===== config.mk =====
export PLATFORM = sky130hd
export DESIGN_NAME = b10_field_reduction_unit
export DESIGN_NICKNAME = d
export VERILOG_FILES = /design/src/rtl/b10_field_reduction_unit.sv
export SDC_FILE = /design/constraint.sdc
export NUM_CORES = 1
export LEC_CHECK = 0
export ABC_AREA = 0
export ABC_CLOCK_PERIOD_IN_PS = 2600
export BUFFER_PORTS_ARGS = -buffer_cell sky130_fd_sc_hd__buf_2
export CAP_MARGIN = 20
export CORE_MARGIN = 1
export CORE_UTILIZATION = 52
export DETAILED_ROUTE_END_ITERATION = 16
export HOLD_SLACK_MARGIN = 0.03
export PLACE_DENSITY = 0.85
export SYNTH_ARGS = -nofsm -noshare
export SYNTH_HDL_FRONTEND = slang
export SYNTH_SLANG_ARGS = --single-unit

===== constraint.sdc =====
create_clock -name clock -period 2.6 [get_ports clock]
set_input_delay 0.13 -clock clock [delete_from_list [all_inputs] [get_ports clock]]
set_output_delay 0.13 -clock clock [all_outputs]
set_load 0.02 [all_outputs]

===== src/rtl/b10_field_reduction_unit.sv =====
// Purpose: shortens an N-digit BCD 10's-complement operand to its minimal digit count.
// Latency: eoc low for k+1 cycles for k dropped digits (1 cycle when a non-BCD digit is found).
// Backpressure: none; soc is honoured only while eoc=1, so the producer holds soc until it sees eoc=0.

// Two-digit reducer: ow is active-low, so a 0 means the MSD is pure sign extension.
module b10_field_reducer (
    input  logic [3:0] a3_a0,
    input  logic [3:0] b3_b0,
    output logic       ow
);

    logic pos_ext;
    logic neg_ext;

    always_comb begin
        pos_ext = (a3_a0 == 4'd0) && (b3_b0 < 4'd5);
        neg_ext = (a3_a0 == 4'd9) && (b3_b0 >= 4'd5);
        ow      = ~(pos_ext | neg_ext);
    end

endmodule

module b10_field_reduction_unit #(
    parameter int N  = 4,
    parameter int LW = $clog2(N + 1)
) (
    input  logic              clock,
    input  logic              reset,
    input  logic              soc,
    input  logic [4*N-1:0]    x,
    output logic              eoc,
    output logic [4*N-1:0]    z,
    output logic [LW-1:0]     len,
    output logic              err
);

    typedef enum logic {
        IDLE = 1'b0,
        RUN  = 1'b1
    } state_t;

    state_t             state_q;
    state_t             state_nxt;
    logic [4*N-1:0]     r_q;
    logic [4*N-1:0]     r_nxt;
    logic [LW-1:0]      len_q;
    logic [LW-1:0]      len_nxt;
    logic               err_q;
    logic               err_nxt;
    logic               ow;
    logic               reducible;
    logic               x_non_bcd;

    b10_field_reducer u_reducer (
        .a3_a0 (r_q[4*N-1:4*N-4]),
        .b3_b0 (r_q[4*N-5:4*N-8]),
        .ow    (ow)
    );

    assign reducible = ~ow;

    always_comb begin
        x_non_bcd = 1'b0;
        for (int i = 0; i < N; i++) begin
            if (x[4*i +: 4] > 4'd9) begin
                x_non_bcd = 1'b1;
            end
        end
    end

    always_ff @(posedge clock or posedge reset) begin
        if (reset) begin
            state_q <= IDLE;
            r_q     <= '0;
            len_q   <= LW'(1);
            err_q   <= 1'b0;
        end else begin
            state_q <= state_nxt;
            r_q     <= r_nxt;
            len_q   <= len_nxt;
            err_q   <= err_nxt;
        end
    end

    always_comb begin
        state_nxt = state_q;
        r_nxt     = r_q;
        len_nxt   = len_q;
        err_nxt   = err_q;
        case (state_q)
            IDLE: begin
                if (soc) begin
                    r_nxt     = x;
                    len_nxt   = LW'(N);
                    err_nxt   = x_non_bcd;
                    state_nxt = RUN;
                end
            end
            RUN: begin
                // A flagged operand is returned untouched; len=1 has no digit pair left to test.
                if (err_q) begin
                    state_nxt = IDLE;
                end else if ((len_q > LW'(1)) && reducible) begin
                    r_nxt   = {r_q[4*N-5:0], 4'b0000};
                    len_nxt = len_q - LW'(1);
                end else begin
                    state_nxt = IDLE;
                end
            end
            default: begin
                state_nxt = IDLE;
            end
        endcase
    end

    assign eoc = (state_q == IDLE);
    assign z   = r_q;
    assign len = len_q;
    assign err = err_q;

endmodule


==> results.md, run 1 <==
- The sink count of the clock tree is 21.
- The number of ports placed on the die boundary is 40.
- The total inserted antenna cells is 0.
- IR analysis of the VDD net gives a maximum drop of between 0.3 and 0.4 mV.
- The actual transition at the worst max-transition pin is 0.772 ns.
- At the end of routability-driven placement, the weighted congestion stood at 0.907.
- The count of nets left with antenna violations once routing finished came out at 0.
- The proportion of synthesized chip area in sequential cells is 46.7%.
- In the final routed layout, each cell accounts on average for between 15 and 20 um.
- The initial antenna violation count is 0.
- The maximum clock skew at final layout is roughly 0.0013 ns.
- The switching power share of the total is 38.4%.
- The post-CTS resize count is 0.
- For the final routed database, the setup TNS stands at 0 ns.
- Synthesis produced a netlist whose cell count is 107.
- The share of total power dissipated in sequential elements is 49.6%.
- The share of the cycle needed by the critical path after routing is between 70% and 80%.
- The CTS tree is done.
- By area, the combinational part of the netlist is dominated by compound AO/OA/AOI/OAI gates.
- The area enclosed by the die boundary is 2360 um^2.
- The pin count of the biggest net entering global routing is 22.
- After synthesis, the netlist uses 37 different library cells.
- The number of max-capacitance violations reported is 0.
- The most frequent standard cell in the layout excluding fill and tap cells is sky130_fd_sc_hd__buf_2.
- The area added between synthesis and finish is 23.4%.
- CTS built an H-tree with a depth of 1.
- The cell row count is 16.
- Buffers inserted during clock tree synthesis total 3.
- Setup repair after global routing left no endpoint under its margin.
- In this run the most critical hold path is launched from x[4].
- The via count of the first global-routing pass came to 1,022.
- Leaving out fill and tap cells, the most frequent cells in the layout are 39 x sky130_fd_sc_hd__buf_2, 20 x sky130_fd_sc_hd__dfrtp_1, 16 x sky130_fd_sc_hd__nand2_1.
- The starting density of the core is 56.4%.
- The layout cell share with drive strength beyond 1 is 38.7%.
- The origin of the critical flop-to-flop path is state_q.
- The clock latency on the worst-skew pair is between 0.3 and 0.4 ns.
- The minimum setup slack among reg-to-reg paths is 0.67 ns.
- The longest clock path from root to sink contains 2 buffers.
- The fmax is 519 MHz.
- After legalization and detailed placement, the total HPWL measured 2230 um.
- The number of hold-slack violations in the final timing report was 0.
- The worst hold path was traced through 3 stages.
- For this run, the post-layout net count is about 170.
- The net switching power of the design is between 0.0003 and 0.0004 W.
- For this run, the number of Yosys warnings is 0.
- The flow ran to the end, and the final reports show no timing, DRC or antenna violations.
- Summing the areas of all fa, ha and maj instances in the mapped netlist gives 2.22% of the synthesized area.
- Wires add up to 2980 um.
- Each instance of the synthesized netlist takes up on average 10.5 um^2.
- The number of cell instances on the worst register-to-register path is 4.
- After the first detailed-routing iteration, the DRC count stood at 49.
- The synthesized net count is around 130.
- The required time at the endpoint of the critical path is 2.80 ns.
- The combinational group share of total power is 32.0%.
- The core area is 2000 um^2.
- The number of max-slew violations in the final report is 0.
- Cells fill 69.6% of the core in the end.
- The time the worst path needs with I/O delays and setup is 1.93 ns.
- The die is about 50 um wide.
- The residual overflow from global routing is 0.
- After clock tree synthesis, the flow added hold-fix buffers numbering 2.
- The total internal power is 0.000533 W.
- The basic-gate share of the synthesized area counting and, or, nand and nor cells is roughly 19%.
- The leakage component of the power is about 0.63 nW.
- In this run the worst hold path is classified as input port to register.
- For this run, design rule violations remaining after detail routing come to 0.
- The number of fillers in the final layout is between 150 and 200.
- STA classifies the critical path startpoint as a register.
- The fraction of the mapped netlist area in compound gates is ~30%.
- After clock tree synthesis, the clock-pin slew on the worst setup and hold paths is approximately 0.12 ns.
- The vertical extent of the die is 48.6 um.
- The count of endpoints failing setup in the final report is 0.
- The first-pass GRT wire length is slightly below 5000 um.
- Post-CTS timing repair inserted 0 buffers for setup.
- The post-synthesis share of cell area spent on xor and xnor gates is 0%.
- The routed via count divided by cell count is approximately 6.2.
- In this run the clock root is driven by a sky130_fd_sc_hd__clkbuf_4.
- The critical path capture point type is a register.
- Buffers placed on the I/O ports in this run total 39.
- The worst endpoint data arrival time is 2.13 ns.
- The capture instance of the worst register-to-register path is len[2].
- The clock group share of total power is 18.4%.
- The tightest slew margin relative to the limit is 48.5%.
- Across every metal layer, demand over resource in global routing totals a little over a quarter.
- The worst hold path endpoint is z[4].
- The power density over the cells is a little over 600 nW/um^2.
- The share of cell area taken by muxes after synthesis is 0%.
- The via count is 1,093.
- The cell area that synthesis handed to floorplanning was 1130 um^2.
- The largest driver fanout on the critical path is 11.
- The number of iterations in the first detailed-routing pass is 4.
- The classification of the worst setup path is register to register.
- Synthesis inferred 21 register bits.
[cells in the mapped netlist, drive strengths merged]
master,instances,area share (%)
dfrtp,20,44
nand2,16,5.3
o21ai,12,5.7
nand3,9,4.0
inv,6,2.0
o221ai,5,3.9
a221o,4,3.5
and3,4,2.2
nor3,3,2.2
o21a,3,2.0
buf,2,1.1
ha,2,2.2
nor2,2,1.6
nor4b,2,2.1
o211ai,2,1.8
o32a,2,2.0
a211oi,1,0.67
a21o,1,0.67
a21oi,1,1.4
a2bb2oi,1,2.3
a311oi,1,0.78
a32oi,1,0.78
a41oi,1,0.78
and2,1,0.55
dfstp,1,2.3
o21ba,1,0.89
o221a,1,1.0
o2bb2ai,1,1.3
or3,1,0.55
[power by group through the flow]
stage / registers [W] / logic [W] / clock network [W]
after global placement: 0.000432 / 0.000265 / 0
after CTS: 0.000428 / 0.000277 / 0.000162
after floorplan: 0.000473 / 0.000133 / 0
after detailed placement: 0.000434 / 0.000273 / 0
after global routing: 0.000435 / 0.000296 / 0.000176
final: 0.000429 / 0.000277 / 0.000159
[through the flow]
step | total power [W] | cells | hold WS [ns] | instance area, um^2 | worst slack [ns]
after floorplan | 0.000606 | 107 | 0.106 | 1130 | 0.807
after global placement | 0.000697 | 171 | 0.294 | 1350 | 0.806
after detailed placement | 0.000708 | 171 | 0.320 | 1350 | 0.715
after CTS | 0.000866 | 177 | 0.0355 | 1390 | 0.690
after global routing | 0.000907 | 177 | 0.0398 | 1390 | 0.561
final | 0.000865 | 177 | 0.0389 | 1390 | 0.674
[registers in the layout, summed over array words and instances, names as in the netlist]
| signal | count |
|---|---|
| z | 16 |
| err | 1 |
| len | 3 |
| state_q | 1 |
[worst max-delay path by stage]
stage | startpoint | cells after the start | endpoint
floorplan | len[0] | 7 | z[12]
global placement | len[0] | 6 | z[12]
detailed placement | len[0] | 6 | z[12]
CTS | state_q | 4 | z[10]
global route | state_q | 4 | len[2]
finish | state_q | 4 | len[2]
[kinds of logic after synthesis]
| logic type | count (synthesis) |
|---|---|
| adders and majority gates | 2 |
| and+or+nand+nor | 38 |
| buffers and inverters | 8 |
| AOI/OAI and AO/OA | 38 |
| DFF | 21 |
[worst max-delay path: stages (launching register included)]
cell                       delay, ns
sky130_fd_sc_hd__dfrtp_1        0.56
sky130_fd_sc_hd__nor4b_2        0.36
sky130_fd_sc_hd__o21a_1         0.45
sky130_fd_sc_hd__a211oi_1       0.15
sky130_fd_sc_hd__nor3_1         0.31
[metal layers]
metal	wire (um)	vias up	share of wire [%]	global-route usage, %
met5	0	-	0	0
met4	55	0	1.8	9.31
met3	219	9	7.4	5.03
met2	1530	56	51	44.8
met1	1170	530	39	34.6
li1	-	498	-	-
[final cells by class]
type | count | area (um^2) | area share [%]
flip-flops and latches | 21 | 527 | 37.8
well taps | 27 | 33.8 | 2.43
clock buffers | 3 | 22.5 | 1.62
clock inverters | 1 | 5.00 | 0.359
inverters | 6 | 22.5 | 1.62
repair buffers | 41 | 215 | 15.5
multi-input cells | 78 | 567 | 40.7
No activity file was read; power rests on OpenSTA's default activity.
==> run 2: changes to the inputs <==
--- a/config.mk
+++ b/config.mk
@@ -6,14 +6,14 @@
 export NUM_CORES = 1
 export LEC_CHECK = 0
 export ABC_AREA = 0
-export ABC_CLOCK_PERIOD_IN_PS = 2600
+export ABC_CLOCK_PERIOD_IN_PS = 1700
 export BUFFER_PORTS_ARGS = -buffer_cell sky130_fd_sc_hd__buf_2
 export CAP_MARGIN = 20
 export CORE_MARGIN = 1
-export CORE_UTILIZATION = 52
+export CORE_UTILIZATION = 44
 export DETAILED_ROUTE_END_ITERATION = 16
 export HOLD_SLACK_MARGIN = 0.03
-export PLACE_DENSITY = 0.85
+export PLACE_DENSITY = 0.77
 export SYNTH_ARGS = -nofsm -noshare
 export SYNTH_HDL_FRONTEND = slang
 export SYNTH_SLANG_ARGS = --single-unit
==> constraint.sdc (replaced) <==
create_clock -name clock -period 1.7 [get_ports clock]
set_input_delay 0.085 -clock clock [delete_from_list [all_inputs] [get_ports clock]]
set_output_delay 0.085 -clock clock [all_outputs]
set_load 0.02 [all_outputs]
==> run 2 against run 1 <==
Compared with the run above: critical path depth is 2 higher; wire length is 12% higher; flip-flop and latch count stayed put; cell count is 12% higher.
==> results.md, run 2 (same netlist as run 1, synthesis figures left out) <==
- The number of fillers in the final layout is 168 (+1.8%).
- The critical hold path startpoint is x[8].
- The total inserted antenna cells was 0 (unchanged).
- Relative to the synthesized area, the layout overhead comes to 44.9%.
- The actual transition at the worst max-transition pin was 0.359 ns (-0.412 ns).
- The highest cell delay on the worst timing path is 0.58 ns (+0.02 ns).
- The total internal power came to 0.000871 W (+63%).
- The pin count of the biggest net entering global routing is 22 (unchanged).
- The share of total power in sequential cells was 47.3% (-2.3 points).
- The largest driver fanout on the critical path is 5 (-6).
- The tree is rooted in a sky130_fd_sc_hd__clkbuf_4.
- The routed wire length is 3330 um (+12%).
- The final instance count without filler cells was 198 (+12%).
- The depth of the CTS H-tree came to 1 (unchanged).
- The starting density of the core is 48.7% (-7.7 points).
- The clock latency on the worst-skew pair is 0.31 ns (about the same).
- The total global routing track utilization is 26.7% (-0.027 points).
- The leakage component of the power was 0.741 nW (+17%).
- The vertical extent of the die is 52.6 um (+8.4%).
- The minimum setup slack among reg-to-reg paths is 0.04 ns (-0.63 ns).
- The run finished with clean final reports.
- The endpoint identified for the worst register-to-register timing path is z[12].
- The average wire per standard cell is 16.8 um (about the same).
- The via count of the first global-routing pass was 1,122 (+9.8%).
- The cell row count came to 17 (+1).
- The worst hold path endpoint is z[8].
- The most frequent standard cell in the layout excluding fill and tap cells is sky130_fd_sc_hd__buf_2.
- The required time at the endpoint of the critical path is 1.91 ns (-0.89 ns).
- The cell count after placement is 182 (+6.4%).
- The number of DRC markers after the initial detailed-route iteration is 30 (-39%).
- The combinational group share of total power is 35.3% (+3.3 points).
- The path class of the tightest hold or removal check is input port to register.
- The core area is 2320 um^2 (+16%).
- The number of cell instances on the worst register-to-register path is 6 (+2).
- The number of iterations in the first detailed-routing pass is 4 (unchanged).
- The clock-pin slew on the worst setup and hold paths is 0.12 ns (about the same).
- Among all stages on the critical path, the largest delay is contributed by sky130_fd_sc_hd__dfstp_2.
- The critical path in this run is classified as register to register.
- The number of instances on the worst hold path is 3 (unchanged).
- The time the worst path needs with I/O delays and setup came to 1.66 ns (-0.268 ns).
- The maximum clock skew at final layout is 0.00619 ns (+0.00487 ns).
- The count of endpoints failing setup in the final report is 0 (unchanged).
- The initial antenna violation count was 0 (unchanged).
- The origin of the critical flop-to-flop path is len[0].
- The share of the cycle needed by the critical path after routing is 97.5% (+23 points).
- The switching power share of the total is 38.1% (-0.29 points).
- The placed wire-length estimate after detailed placement is 2240 um (+0.47%).
- The area enclosed by the die boundary is 2770 um^2 (+17%).
- The layout cell share with drive strength beyond 1 is 44.1% (+5.5 points).
- The power density over the cells came to 860 nW/um^2 (+38%).
- The net switching power of the design is 0.000535 W (+61%).
- The global placer's final weighted congestion was 0.849 (-6.4%).
- The fmax was 603 MHz (+16%).
- The critical path capture point type is a register.
- The residual overflow from global routing is 0 (unchanged).
- The number of flip-flops under the largest register name was 16 (unchanged).
- The count of antenna-violating nets left after detailed routing is 0 (unchanged).
- The maximum root-to-sink buffer count came to 2 (unchanged).
- The total area of sequential cells is 528 um^2 (+0.24%).
- The number of ports placed on the die boundary is 40 (unchanged).
- The number of port buffers came to 39 (unchanged).
- The routed via count divided by cell count is 6.07 (-1.7%).
- The number of nets at the end of the flow was 192 (+12%).
- The clock group share of total power is 17.4% (-1.0 points).
- The via count came to 1,202 (+10%).
- The library cells used most frequently in the layout, excluding fill and tap cells, are 39 x sky130_fd_sc_hd__buf_2, 19 x sky130_fd_sc_hd__dfrtp_1, 16 x sky130_fd_sc_hd__nand2_1.
- The area of combinational cells with multiple inputs came to 638 um^2 (+13%).
- The combined buffer and inverter count along the critical path is 1 (+1).
- The worst supply voltage drop on vdd is 0.674 mV (+74%).
- The tightest slew margin relative to the limit is 75.9% (+27 points).
- The total clock buffers created by CTS is 3 (unchanged).
- The final routed DRC violation total is 0 (unchanged).
- TritonCTS built the clock tree.
- The worst setup path is launched from a register.
- The number of max-slew violations in the final report came to 0 (unchanged).
- The top cell family by delay on the critical path is compound AO/OA/AOI/OAI gates.
- Traced cell by cell, the critical path runs through ha_4 > o21ba_4 > o21a_4 > a21oi_4 > inv_2 > o221a_1.
- The worst endpoint data arrival time is 1.87 ns (-0.26 ns).
- The number of hold-slack violations in the final timing report came to 0 (unchanged).
- The first-pass GRT wire length came to 5260 um (+8.5%).
- The width of the die came to 52.6 um (+8.4%).
- The worst hold-check slack is 0.116 ns (+0.0766 ns).
- The number of max-capacitance violations reported is 0 (unchanged).
- The sink count of the clock tree is 21 (unchanged).
run 2: how the worst max path moves through the flow:
stage                start  endpoint  cells past startpoint
finish              len[0]     z[12]                      6
global route           err     z[12]                      5
CTS                 len[0]     z[12]                      6
detailed placement  len[0]     z[12]                      6
global placement    len[0]     z[12]                      6
floorplan           len[0]     z[10]                      5
run 2: metrics by stage:
step	total power [W]	utilization [%]	setup slack, ns	TNS (ns)	area [um^2]
3_5_place_dp	0.00111	61.3	-0.0226	-0.0226	1420
6_report	0.00141	70.5	0.0423	0	1640
4_1_cts	0.00137	67.8	0.00312	0	1570
3_3_place_gp	0.00110	61.3	0.0333	0	1420
5_1_grt	0.00148	70.5	-0.0167	-0.0229	1640
2_1_floorplan	0.000928	-	-0.0534	-0.266	1130
run 2: power groups by stage:
stage / registers, W / clock network (W) / logic, W
floorplan: 0.000724 / 0 / 0.000204
detailed placement: 0.000655 / 0 / 0.000451
CTS: 0.000646 / 0.000247 / 0.000475
global route: 0.000676 / 0.000267 / 0.000532
finish: 0.000665 / 0.000244 / 0.000496
global placement: 0.000652 / 0 / 0.000444
run 2: final cells by class:
class                   instances  share of cell area (%)
multi-input cells              78                    39.0
flip-flops and latches         21                    32.3
repair buffers                 61                    23.6
well taps                      28                    2.14
clock buffers                   4                    1.61
inverters                       6                    1.38
run 2: worst register-to-register path: stages, from the launching register on:
cell	delay (ns)
sky130_fd_sc_hd__dfstp_2	0.58
sky130_fd_sc_hd__ha_4	0.13
sky130_fd_sc_hd__o21ba_4	0.16
sky130_fd_sc_hd__o21a_4	0.21
sky130_fd_sc_hd__a21oi_4	0.18
sky130_fd_sc_hd__inv_2	0.10
sky130_fd_sc_hd__o221a_1	0.21
run 2: what timing repair did:
item	in CTS	in global routing
endpoints found under the setup margin	1	12
gates resized for setup	4	9
setup buffers	1	1
pin swaps	3	4
hold buffers	10	0
hold endpoints to repair	29	0
run 2: metal layers:
metal | wire length [um] | part of all wire (%) | global-route usage [%]
met5 | 0 | 0 | 0
met4 | 71 | 2.1 | 13.6
met3 | 256 | 7.7 | 4.64
met2 | 1670 | 50 | 42.6
met1 | 1330 | 40 | 34.2
==> run 3: changes to the inputs <==
--- a/config.mk
+++ b/config.mk
@@ -7,13 +7,13 @@
 export LEC_CHECK = 0
 export ABC_AREA = 0
 export ABC_CLOCK_PERIOD_IN_PS = 1700
-export BUFFER_PORTS_ARGS = -buffer_cell sky130_fd_sc_hd__buf_2
 export CAP_MARGIN = 20
 export CORE_MARGIN = 1
-export CORE_UTILIZATION = 44
+export CORE_UTILIZATION = 55
 export DETAILED_ROUTE_END_ITERATION = 16
+export DONT_BUFFER_PORTS = 1
 export HOLD_SLACK_MARGIN = 0.03
-export PLACE_DENSITY = 0.77
+export PLACE_DENSITY = 0.75
 export SYNTH_ARGS = -nofsm -noshare
 export SYNTH_HDL_FRONTEND = slang
 export SYNTH_SLANG_ARGS = --single-unit
==> run 3 against run 2 <==
Compared with the run above: critical path depth stayed put; clock-buffer cell count stayed put; clock skew is 0.0023 ns higher; sequential power is 6.3% higher; largest cell class unchanged.
==> results.md, run 3 (same netlist as run 1, synthesis figures left out) <==
- The run finished with clean final reports.
- The share of the cycle needed by the critical path after routing is 98.9% (+1.4 points).
- The capture instance of the worst register-to-register path is z[12].
- The net switching power of the design is 0.000541 W (+1.0%).
- The sink count of the clock tree was 21 (unchanged).
- The time the worst path needs with I/O delays and setup came to 1.68 ns (+0.0244 ns).
- The routed via count divided by cell count came to 6.68 (+10%).
- The maximum root-to-sink buffer count is 2 (unchanged).
- The setup path with the least slack is of type register to register.
- The largest driver fanout on the critical path is 5 (unchanged).
- The width of the die came to 47.3 um (-10%).
- The power consumption was 0.00141 W (+0.47%).
- The number of flip-flops under the largest register name is 16 (unchanged).
- The count of endpoints failing setup in the final report is 0 (unchanged).
- The origin of the critical flop-to-flop path is len[0].
- The minimum setup slack among reg-to-reg paths is 0.02 ns (-0.02 ns).
- The pin count of the biggest net entering global routing is 22 (unchanged).
- The clock group share of total power is 17.5% (about the same).
- The average wire per standard cell is 19.8 um (+18%).
- The number of cell instances on the worst register-to-register path came to 6 (unchanged).
- Setup repair after global routing could not meet its margin everywhere.
- The residual overflow from global routing is 0 (unchanged).
- The required time at the endpoint of the critical path was 1.92 ns (about the same).
- The routed wire length is 3450 um (+3.8%).
- The number of iterations in the first detailed-routing pass is 4 (unchanged).
- The library cell used most frequently in the layout, excluding fill and tap cells, is sky130_fd_sc_hd__buf_4.
- The total internal power was 0.000872 W (+0.11%).
- The switching power share of the total is 38.3% (+0.22 points).
- The global placer's final weighted congestion is 0.797 (-6.1%).
- The maximum clock skew at final layout came to 0.00847 ns (+0.00227 ns).
- The power density over the cells is 895 nW/um^2 (+4.1%).
- The number of instances on the worst hold path is 2 (-1).
- The clock latency on the worst-skew pair is 0.31 ns (about the same).
- The clock-pin slew on the worst setup and hold paths is 0.12 ns (about the same).
- The clock tree root driver cell is sky130_fd_sc_hd__clkbuf_4.
- The via count of the first global-routing pass was 1,004 (-11%).
- The first-pass GRT wire length was 4820 um (-8.3%).
- The starting density of the core is 58.1% (+9.4 points).
- The layout cell share with drive strength beyond 1 is 33.3% (-11 points).
- The worst hold path endpoint is z[8].
- The initial antenna violation count is 0 (unchanged).
- The critical hold path startpoint is x[8].
- In the layout the commonest cells are 22 x sky130_fd_sc_hd__buf_4, 18 x sky130_fd_sc_hd__dfrtp_1, 16 x sky130_fd_sc_hd__nand2_1, 16 x sky130_fd_sc_hd__dlygate4sd3_1, 9 x sky130_fd_sc_hd__nand3_1.
- The number of port buffers is 0 (-100%).
- The count of antenna-violating nets left after detailed routing is 0 (unchanged).
- The total clock buffers created by CTS is 3 (unchanged).
- The final routed DRC violation total was 0 (unchanged).
- The final setup slack of the worst path came to 0.0179 ns (-0.0244 ns).
- The worst endpoint data arrival time was 1.90 ns (+0.03 ns).
- The leakage component of the power is 0.657 nW (-11%).
- The total negative slack for setup checks is 0 ns (unchanged).
- The tightest slew margin relative to the limit was 45.0% (-31 points).
- The worst setup slack after placement is 0.0101 ns (+0.0327 ns).
- The total inserted antenna cells was 0 (unchanged).
- The worst hold-check slack was 0.0351 ns (-0.0804 ns).
- The number of DRC markers after the initial detailed-route iteration is 80 (+170%).
- The CTS tree is done.
- The critical path capture point type is a register.
- The combinational group share of total power was 32.4% (-2.9 points).
- The number of hold-slack violations in the final timing report is 0 (unchanged).
- The number of max-capacitance violations reported is 0 (unchanged).
- The class of the worst hold path is input port to register.
- The number of ports placed on the die boundary is 40 (unchanged).
- The actual transition at the worst max-transition pin was 0.825 ns (+0.465 ns).
- The number of fillers in the final layout is 102 (-39%).
- The total global routing track utilization was 33.1% (+6.5 points).
- Compared with the post-synthesis result, the final layout area differs by 39.8%.
- The number of nets at the end of the flow came to 169 (-12%).
- The fmax is 594 MHz (-1.5%).
- The cell row count is 16 (-1).
- The vertical extent of the die is 47.3 um (-10%).
- The number of max-slew violations in the final report was 0 (unchanged).
- The area enclosed by the die boundary is 2240 um^2 (-19%).
- The placed wire-length estimate after detailed placement is 2160 um (-3.7%).
- The via count is 1,162 (-3.3%).
- The share of total power in sequential cells is 50.1% (+2.8 points).
- The core area is 1940 um^2 (-16%).
- The worst setup path is launched from a register.
- The worst supply voltage drop on vdd was 0.664 mV (-1.5%).
- The depth of the CTS H-tree is 1 (unchanged).
## run 3: cell count changes in the layout (fill, tap and decap cells not counted), sizes merged
| cell | previous run | this run |
|---|---|---|
| dlygate4sd3 | 10 | 16 |
| buf | 51 | 22 |
## run 3: area by class of cell
type                       instances  area (um^2)  area share (%)
clock buffer                       4         26.3            1.67
inverter                           6         22.5            1.43
multi-input combinational         78          641            40.6
sequential                        21          529            33.5
tap                               27         33.8            2.14
timing repair buffer              38          325            20.6
## run 3: worst max-delay path, stage by stage, from the launching register on
cell and delay [ns]:
sky130_fd_sc_hd__dfstp_2 0.56, sky130_fd_sc_hd__ha_2 0.16, sky130_fd_sc_hd__o21ba_4 0.16, sky130_fd_sc_hd__o21a_4 0.22
sky130_fd_sc_hd__a21oi_4 0.19, sky130_fd_sc_hd__inv_2 0.09, sky130_fd_sc_hd__o221a_1 0.21
## run 3: metrics by stage
stage	instances	util (%)	instance area, um^2
floorplan	107	-	1130
global placement	152	66.9	1300
detailed placement	152	66.9	1300
CTS	171	76.3	1480
global route	174	81.3	1580
finish	174	81.3	1580
## run 3: power groups by stage
stage / clock [W] / sequential, W / combinational, W
finish: 0.000247 / 0.000707 / 0.000458
global route: 0.000271 / 0.000719 / 0.000489
CTS: 0.000243 / 0.000687 / 0.000411
detailed placement: 0 / 0.000696 / 0.000379
global placement: 0 / 0.000692 / 0.000372
floorplan: 0 / 0.000724 / 0.000204
## run 3: worst max path at each step
stage / startpoint / to / slack, ns / cells past startpoint
after floorplan: len[0] / z[10] / -0.05 / 5
after detailed placement: len[0] / z[12] / 0.01 / 6
after global placement: len[0] / z[12] / 0.06 / 6
after CTS: len[0] / z[12] / 0.004 / 6
after global routing: len[0] / z[12] / -0.04 / 6
final: len[0] / z[12] / 0.02 / 6
## run 3: routing by layer
layer | global-route usage, % | wire length [um]
met1 | 41.9 | 1290
met2 | 53.4 | 1730
met3 | 7.69 | 319
met4 | 15.4 | 116
met5 | 0 | 0
## run 3: repair_timing
item                                    CTS  global route
buffers inserted                          1             1
hold buffers                             14             2
endpoints found under the hold margin    33             1
resized for setup                         2            13
pin swaps                                 1             5
endpoints found under the setup margin    1            14
